--- src/rtl/uart_tx_fifo.sv ---
// Byte FIFO feeding a uart_tx: buffers writes and hands bytes to the transmitter
// one at a time using a start pulse and the transmitter's busy handshake.
module uart_tx_fifo #(
  parameter int  DEPTH = 16,
  localparam int AW    = $clog2(DEPTH)
) (
  input  logic          clk,
  input  logic          rst,
  input  logic [7:0]    wr_data_i,
  input  logic          wr_en_i,
  output logic          full_o,
  output logic          empty_o,
  output logic [AW:0]   count_o,
  output logic          overflow_o,
  output logic [7:0]    tx_data_o,
  output logic          tx_enable_o,
  input  logic          tx_busy_i
);

  localparam logic [AW-1:0] PTR_ONE    = 1;
  localparam logic [AW:0]   CNT_ONE    = 1;
  localparam logic [AW:0]   FULL_COUNT = (AW + 1)'(DEPTH);

  typedef enum logic [1:0] {
    IDLE,
    WAIT_BUSY,
    WAIT_DONE
  } state_t;

  logic [7:0]    r_mem [DEPTH];
  logic [AW-1:0] r_wr_ptr;
  logic [AW-1:0] r_rd_ptr;
  logic [AW:0]   r_count;
  logic          r_overflow;
  logic [7:0]    r_tx_data;
  logic          r_tx_enable;
  state_t        r_state;

  logic w_full;
  logic w_empty;
  logic w_push;
  logic w_drop;
  logic w_pop;

  // Fullness comes from the registered count, so a write that arrives while
  // full is dropped even when a pop frees a slot on the same edge.
  assign w_full  = (r_count == FULL_COUNT);
  assign w_empty = (r_count == '0);
  assign w_push  = wr_en_i && !w_full;
  assign w_drop  = wr_en_i && w_full;
  assign w_pop   = (r_state == IDLE) && !w_empty && !tx_busy_i;

  assign full_o      = w_full;
  assign empty_o     = w_empty;
  assign count_o     = r_count;
  assign overflow_o  = r_overflow;
  assign tx_data_o   = r_tx_data;
  assign tx_enable_o = r_tx_enable;

  always_ff @(posedge clk) begin
    if (!rst && w_push) begin
      r_mem[r_wr_ptr] <= wr_data_i;
    end
  end

  always_ff @(posedge clk) begin
    if (rst) begin
      r_wr_ptr   <= '0;
      r_count    <= '0;
      r_overflow <= 1'b0;
    end else begin
      if (w_push) begin
        r_wr_ptr <= r_wr_ptr + PTR_ONE;
      end
      if (w_drop) begin
        r_overflow <= 1'b1;
      end
      case ({w_push, w_pop})
        2'b10:   r_count <= r_count + CNT_ONE;
        2'b01:   r_count <= r_count - CNT_ONE;
        default: r_count <= r_count;
      endcase
    end
  end

  // A byte is only popped from IDLE, so at most one byte is ever with the
  // transmitter; WAIT_BUSY waits for it to accept, WAIT_DONE for it to finish.
  always_ff @(posedge clk) begin
    if (rst) begin
      r_state     <= IDLE;
      r_rd_ptr    <= '0;
      r_tx_data   <= 8'h00;
      r_tx_enable <= 1'b0;
    end else begin
      r_tx_enable <= 1'b0;
      case (r_state)
        IDLE: begin
          if (w_pop) begin
            r_tx_data   <= r_mem[r_rd_ptr];
            r_rd_ptr    <= r_rd_ptr + PTR_ONE;
            r_tx_enable <= 1'b1;
            r_state     <= WAIT_BUSY;
          end
        end
        WAIT_BUSY: begin
          if (tx_busy_i) begin
            r_state <= WAIT_DONE;
          end
        end
        WAIT_DONE: begin
          if (!tx_busy_i) begin
            r_state <= IDLE;
          end
        end
        default: r_state <= IDLE;
      endcase
    end
  end

endmodule
--- config.mk ---
export PLATFORM = sky130hd
export DESIGN_NAME = uart_tx_fifo
export DESIGN_NICKNAME = d
export VERILOG_FILES = /design/src/rtl/uart_tx_fifo.sv
export SDC_FILE = /design/constraint.sdc
export NUM_CORES = 1
export LEC_CHECK = 0
export CAP_MARGIN = 20
export CORE_MARGIN = 2
export CORE_UTILIZATION = 60
export DETAILED_ROUTE_END_ITERATION = 6
export PLACE_DENSITY = 0.79
export SYNTH_ARGS = -nofsm -noshare
export SYNTH_HDL_FRONTEND = slang
export SYNTH_SLANG_ARGS = --single-unit
--- constraint.sdc ---
create_clock -name clk -period 5.85 [get_ports clk]
set_input_delay 1.17 -clock clk [delete_from_list [all_inputs] [get_ports clk]]
set_output_delay 1.17 -clock clk [all_outputs]
set_load 0.005 [all_outputs]
Word level (Yosys, flattened, before mapping)
Memories as Yosys holds them, arrays and structs flattened. A register that Yosys moved wholly into a read port is not among the register bits.
Cells that the tools add are included.
Widths: inputs -> output; s select.
{ "word_totals": {"reg_bits": 17, "mem_bits_rw": 128, "input_bits": 12, "out_inout_bits": 17, "word_cells": 43, "mem_count": 1} }
{ "op_classes": {"addsub": 4, "n_eq_ne": 8, "n_mux": 8, "bitwise": 1, "n_reduce_logical": 15} }
{ "memory_table": {"columns": ["memory", "words", "width", "read_ports", "rd_clocked_by_memory_dff", "wr", "line_no", "rtl"], "rows": [
  ["r_mem", 16, 8, 1, 1, 1, "30", "logic [7:0] r_mem [DEPTH];"]
]} }
{ "op_table": {"columns": ["op", "count"], "rows": [
  ["$pmux 5 s2", 1],
  ["$add 4x1->4 const B", 2],
  ["$mux 2", 3],
  ["$ne 2x2->1 const B", 3],
  ["$pmux 2 s3", 1],
  ["$add 5x1->5 const B", 1],
  ["$eq 5x5->1 const B", 1],
  ["$logic_and 1x1->1", 5],
  ["$logic_not 5->1", 1],
  ["$sub 5x1->5 const B", 1],
  ["$eq 2x1->1 const B", 2],
  ["$eq 2x2->1 const B", 2],
  ["$logic_not 1->1", 4],
  ["$mux 1", 3],
  ["$reduce_and 3->1", 1],
  ["$logic_not 2->1", 1],
  ["$reduce_and 2->1", 1],
  ["$reduce_bool 2->1", 1],
  ["$reduce_or 2->1", 1],
  ["$not 1->1", 1]
]} }

Depth between registers and ports, before layout
{ "depth": {"word_depth": 6, "ltp_mapped": 12, "mapped_depth_nobuf": 10} }

Worst setup path before layout
OpenSTA, ideal clock, no wires.
{ "synth_timing": {"path_kind": "input -> register", "startpoint": "input port tx_busy_i", "endpoint": "register r_count[4], in the netlist count_o[4]", "setup_ps": 82, "arrival_time_ps": 3449, "required_time_ps": 5768, "path_slack_ps": 2319, "stages": 11, "path_buffers": 2, "cell_sequence": "nor3_1 > a21boi_0 > clkbuf_1 > ha_1 > clkbuf_1 > xor2_1 > ha_1 > a21oi_1 > o2bb2ai_1 > or4_1 > o2111ai_1"} }
{ "synth_between": {"elab_chain_cells": 4, "elab_cells_between_ends": 6, "cone_classes": "eq/ne (2); mux (1); reduce/logical (3)"} }
{ "synth_lines": {"columns": ["item", "line_no", "rtl"], "rows": [
  ["start, declared", "17", "input logic tx_busy_i"],
  ["$logic_not 1->1 (*)", null, null],
  ["$logic_and 1x1->1 (*)", "51", "assign w_pop = (r_state == IDLE) && !w_empty && !tx_busy_i;"],
  ["net w_pop", "43", "logic w_pop;"],
  ["$eq 2x1->1 or $eq 2x2->1 (tied branches)", "78", "case ({w_push, w_pop})"],
  ["$pmux 5 s2 or $reduce_bool 2->1 (tied branches)", null, null],
  ["end signal, assigned", "79", "2'b10: r_count <= r_count + CNT_ONE;"],
  ["end signal, assigned", "80", "2'b01: r_count <= r_count - CNT_ONE;"],
  ["end signal, assigned", "81", "default: r_count <= r_count;"],
  ["end, declared", "33", "logic [AW:0] r_count;"]
]} }
The timed path passes the listed nets; every way through them passes the cells marked *.
A chain may end at the register's enable or synchronous reset.

Final worst setup path
{ "layout_timing": {"startpoint": "input port tx_busy_i", "endpoint": "register r_count[4], in the netlist count_o[4]"} }
{ "layout_between": {"elab_chain_cells": 4, "elab_cells_between_ends": 6, "cone_classes": "eq/ne (2); mux (1); reduce/logical (3)"} }
{ "layout_lines": {"columns": ["item", "line_no"], "rows": [
  ["$logic_not 1->1 (*)", null],
  ["$logic_and 1x1->1 (*)", "51"],
  ["$eq 2x1->1 or $eq 2x2->1 (tied branches)", "78"],
  ["$pmux 5 s2 or $reduce_bool 2->1 (tied branches)", null]
]} }
Mark *: on every way between the ends. The rest lies on a longest branch, timed or not.

==> results.sh <==
export IMPL_grt_overflow_total=0
export IMPL_seq_area_frac_synth_pct=69.7
export IMPL_antenna_found_initial=0
export IMPL_root_buffer="clkbuf_8"
export IMPL_p_int_mw=2.14
export IMPL_die_w_microns=106
export IMPL_synth_nets=414
export IMPL_vdd_drop_max_mv=0.230
export IMPL_drive_above_1_share_pct=9.05
export IMPL_routed_wl_mm=12.3
export IMPL_avgRoutedWirePerCell_microns=21.6
export IMPL_htreeDepth=4
export IMPL_fin_ws_ns=1.92
export IMPL_drt_iter0_drc=330
export IMPL_hp_class="reg -> reg"
export IMPL_fp_dieH_microns=106
export IMPL_synth_cell_type_count=49
export IMPL_end_kind="flip-flop"
export IMPL_postCtsSetupBuffers=0
export IMPL_port_buffers=28
export IMPL_rsz0062_at_grt="no"
export IMPL_critical_path_class="in -> reg"
export IMPL_drc=0
export IMPL_yosys_top_cells_count="edfxtp_1 (128), mux2i_1 (47), nor2_1 (41)"
export IMPL_synth_top_cell_area_share_pct=61.7
export IMPL_ant_nets=0
export IMPL_antenna_cells=0
export IMPL_vias=3479
export IMPL_synth_top_area_cell="edfxtp_1"
export IMPL_final_nets=439
export IMPL_pre_cts_slack_ns=1.39
export IMPL_async_flop_share_pct=0
export IMPL_hpwl_mm=7.60
export IMPL_place_gp_congestion=0.792
export IMPL_combPwrFrac_pct=16.7
export IMPL_grt_max_degree=47
export IMPL_start_util_pct=61.2
export IMPL_power_switching_mw=0.755
export IMPL_critPathLaunchType="input port"
export IMPL_dieArea_sq_um=11200
export IMPL_power_density_nw_per_um2=404
export IMPL_syn2layout_area_growth_pct=14.8
export IMPL_synth_seq_cells=153
export IMPL_p_leak_nw=2.26
export IMPL_ys_top_cells_by_area="edfxtp_1 (62%), dfxtp_1 (8.0%), mux2i_1 (7.6%), mux4_1 (3.8%), nor2_1 (2.5%)"
export IMPL_via_per_inst=6.14
export IMPL_ys_flop_type="edfxtp_1"
export IMPL_cts_buffer_depth=2
export IMPL_cts_resized=0
export IMPL_seq_power_share_pct=45.7
export IMPL_finalPower_mw=2.89
export IMPL_final_cells=567
export IMPL_fmax_ghz=0.255
export IMPL_clk_pin_slew_ns=0.06
export IMPL_slew_headroom_pct=29.5
export IMPL_avgSynthCellArea_sq_um=15.9
export IMPL_maxCapViolCount=0
export IMPL_yosys_warnings=0
export IMPL_synth_edf_count=128
export IMPL_syn_inst=393
export IMPL_synth_most_common_cell="edfxtp_1"
export IMPL_switching_share_pct=26.1
export IMPL_path_max_fanout=21
export IMPL_grt_use_total_pct=23.4
export IMPL_status="finished clean"
export IMPL_grt_pass1_wl_mm=19.2
export IMPL_hold_viol_final=0
export IMPL_netlist_area_sq_um=6230
export IMPL_cts_hold_buf=0
export IMPL_timing_max_transition_violations_final=0
export IMPL_fin_setup_tns_ns=0
export IMPL_placementRows=37
export IMPL_numCtsBuffers=17
export IMPL_pin_count=29
export IMPL_finalSetupViolCount=0
export IMPL_core_area_sq_um=10200
export IMPL_dp_cells=535
export IMPL_fin_skew_ns=0.00516
export IMPL_tightestPinTransition_ns=1.05
export IMPL_pwr_share_clk_pct=37.6
export IMPL_arrival_ns=4.36
export IMPL_cts_tree="done"
export IMPL_fin_crit_sh_pct=67.2
export IMPL_cts_sinks=153
export IMPL_critical_path_required_ns=6.29
export IMPL_grt_pass1_vias=3456
export IMPL_dr_pass1_iters=5
export IMPL_clk_latency_ns=0.52
export IMPL_fin_crit_ns=3.93
[kinds of logic (layout without fill, tap and decap cells)]
group | Yosys count | count (layout) | synth area share, %
flip-flops | 153 | 153 | 69.7
AND/OR/NAND/NOR | 78 | 78 | 6.00
AO/OA/AOI/OAI | 58 | 58 | 6.89
multiplexers | 57 | 57 | 11.7
buffers and inverters | 28 | 66 | 2.47
XOR/XNOR | 10 | 10 | 1.41
adder cells (fa/ha/maj) | 9 | 9 | 1.81
[layer usage]
metal | share of wire [%] | track usage [%]
met5 | 0 | 0
met4 | 1.9 | 9.02
met3 | 6.1 | 4.05
met2 | 48 | 36.1
met1 | 44 | 33.9
[path summary, 6_finish.rpt]
path	slack, ns	cells after the start	end	startpoint
worst max-delay path	1.92	9	count_o[4]$_SDFFE_PP0P_	tx_busy_i
worst min-delay path	0.48	2	overflow_o$_SDFFE_PP0P_	overflow_o$_SDFFE_PP0P_
worst max register to register	2.50	8	count_o[4]$_SDFFE_PP0P_	count_o[4]$_SDFFE_PP0P_
worst min register to register	0.48	2	overflow_o$_SDFFE_PP0P_	overflow_o$_SDFFE_PP0P_
[flip-flops by register name, indices dropped and copies added, names as in the netlist]
signal and flops:
r_mem 128, tx_data_o 8, count_o 5, r_rd_ptr 4, r_wr_ptr 4, r_state 2, overflow_o 1, tx_enable_o 1
[layout make-up]
cell class                 count  area [sq um]
clock buffer                  19           422
clock inverter                13           168
fill                         668          3030
inverter                       4          15.0
multi-input combinational    212          1740
sequential                   153          4350
tap                          136           170
timing repair buffer          30           295
[power groups by stage]
stage	Sequential, mW	Combinational, mW	Clock, mW
floorplan	1.31	0.325	0
global route	1.33	0.528	1.14
detailed placement	1.34	0.475	0
global placement	1.34	0.454	0
CTS	1.32	0.483	1.09
finish	1.32	0.483	1.09
[placed cells by master (no fill, tap or decap), types with 4 or more instances in the layout]
cell type / netlist / layout
nand2_1: 10 / 10
nor2_1: 41 / 41
inv_1: 4 / 4
clkbuf_16: 0 / 16
o22ai_1: 23 / 23
inv_6: 0 / 4
a211oi_1: 7 / 7
dfxtp_1: 25 / 24
clkdlybuf4s50_1: 0 / 28
a21oi_1: 4 / 4
mux2i_1: 47 / 47
ha_1: 9 / 9
edfxtp_1: 128 / 128
a2111oi_0: 5 / 5
or3_1: 4 / 4
xor2_1: 7 / 7
mux4_1: 9 / 9
[per-stage QoR]
step,utilization [%],instance area (sq um),hold WS [ns]
after floorplan,-,6230,0.444
after detailed placement,64.4,6560,0.469
after global routing,70.2,7150,0.504
final,70.2,7150,0.477
after CTS,70.2,7150,0.484
after global placement,64.4,6560,0.453
[worst max-delay path, cell delays in order]
cell             delay [ns]
clkdlybuf4s50_1        0.43
nor3_1                 0.24
a21boi_2               0.78
ha_1                   0.49
ha_1                   0.35
a31oi_1                0.20
o2bb2ai_1              0.10
or4_1                  0.48
o2111ai_1              0.10
Power figures use the tool's default switching activity.
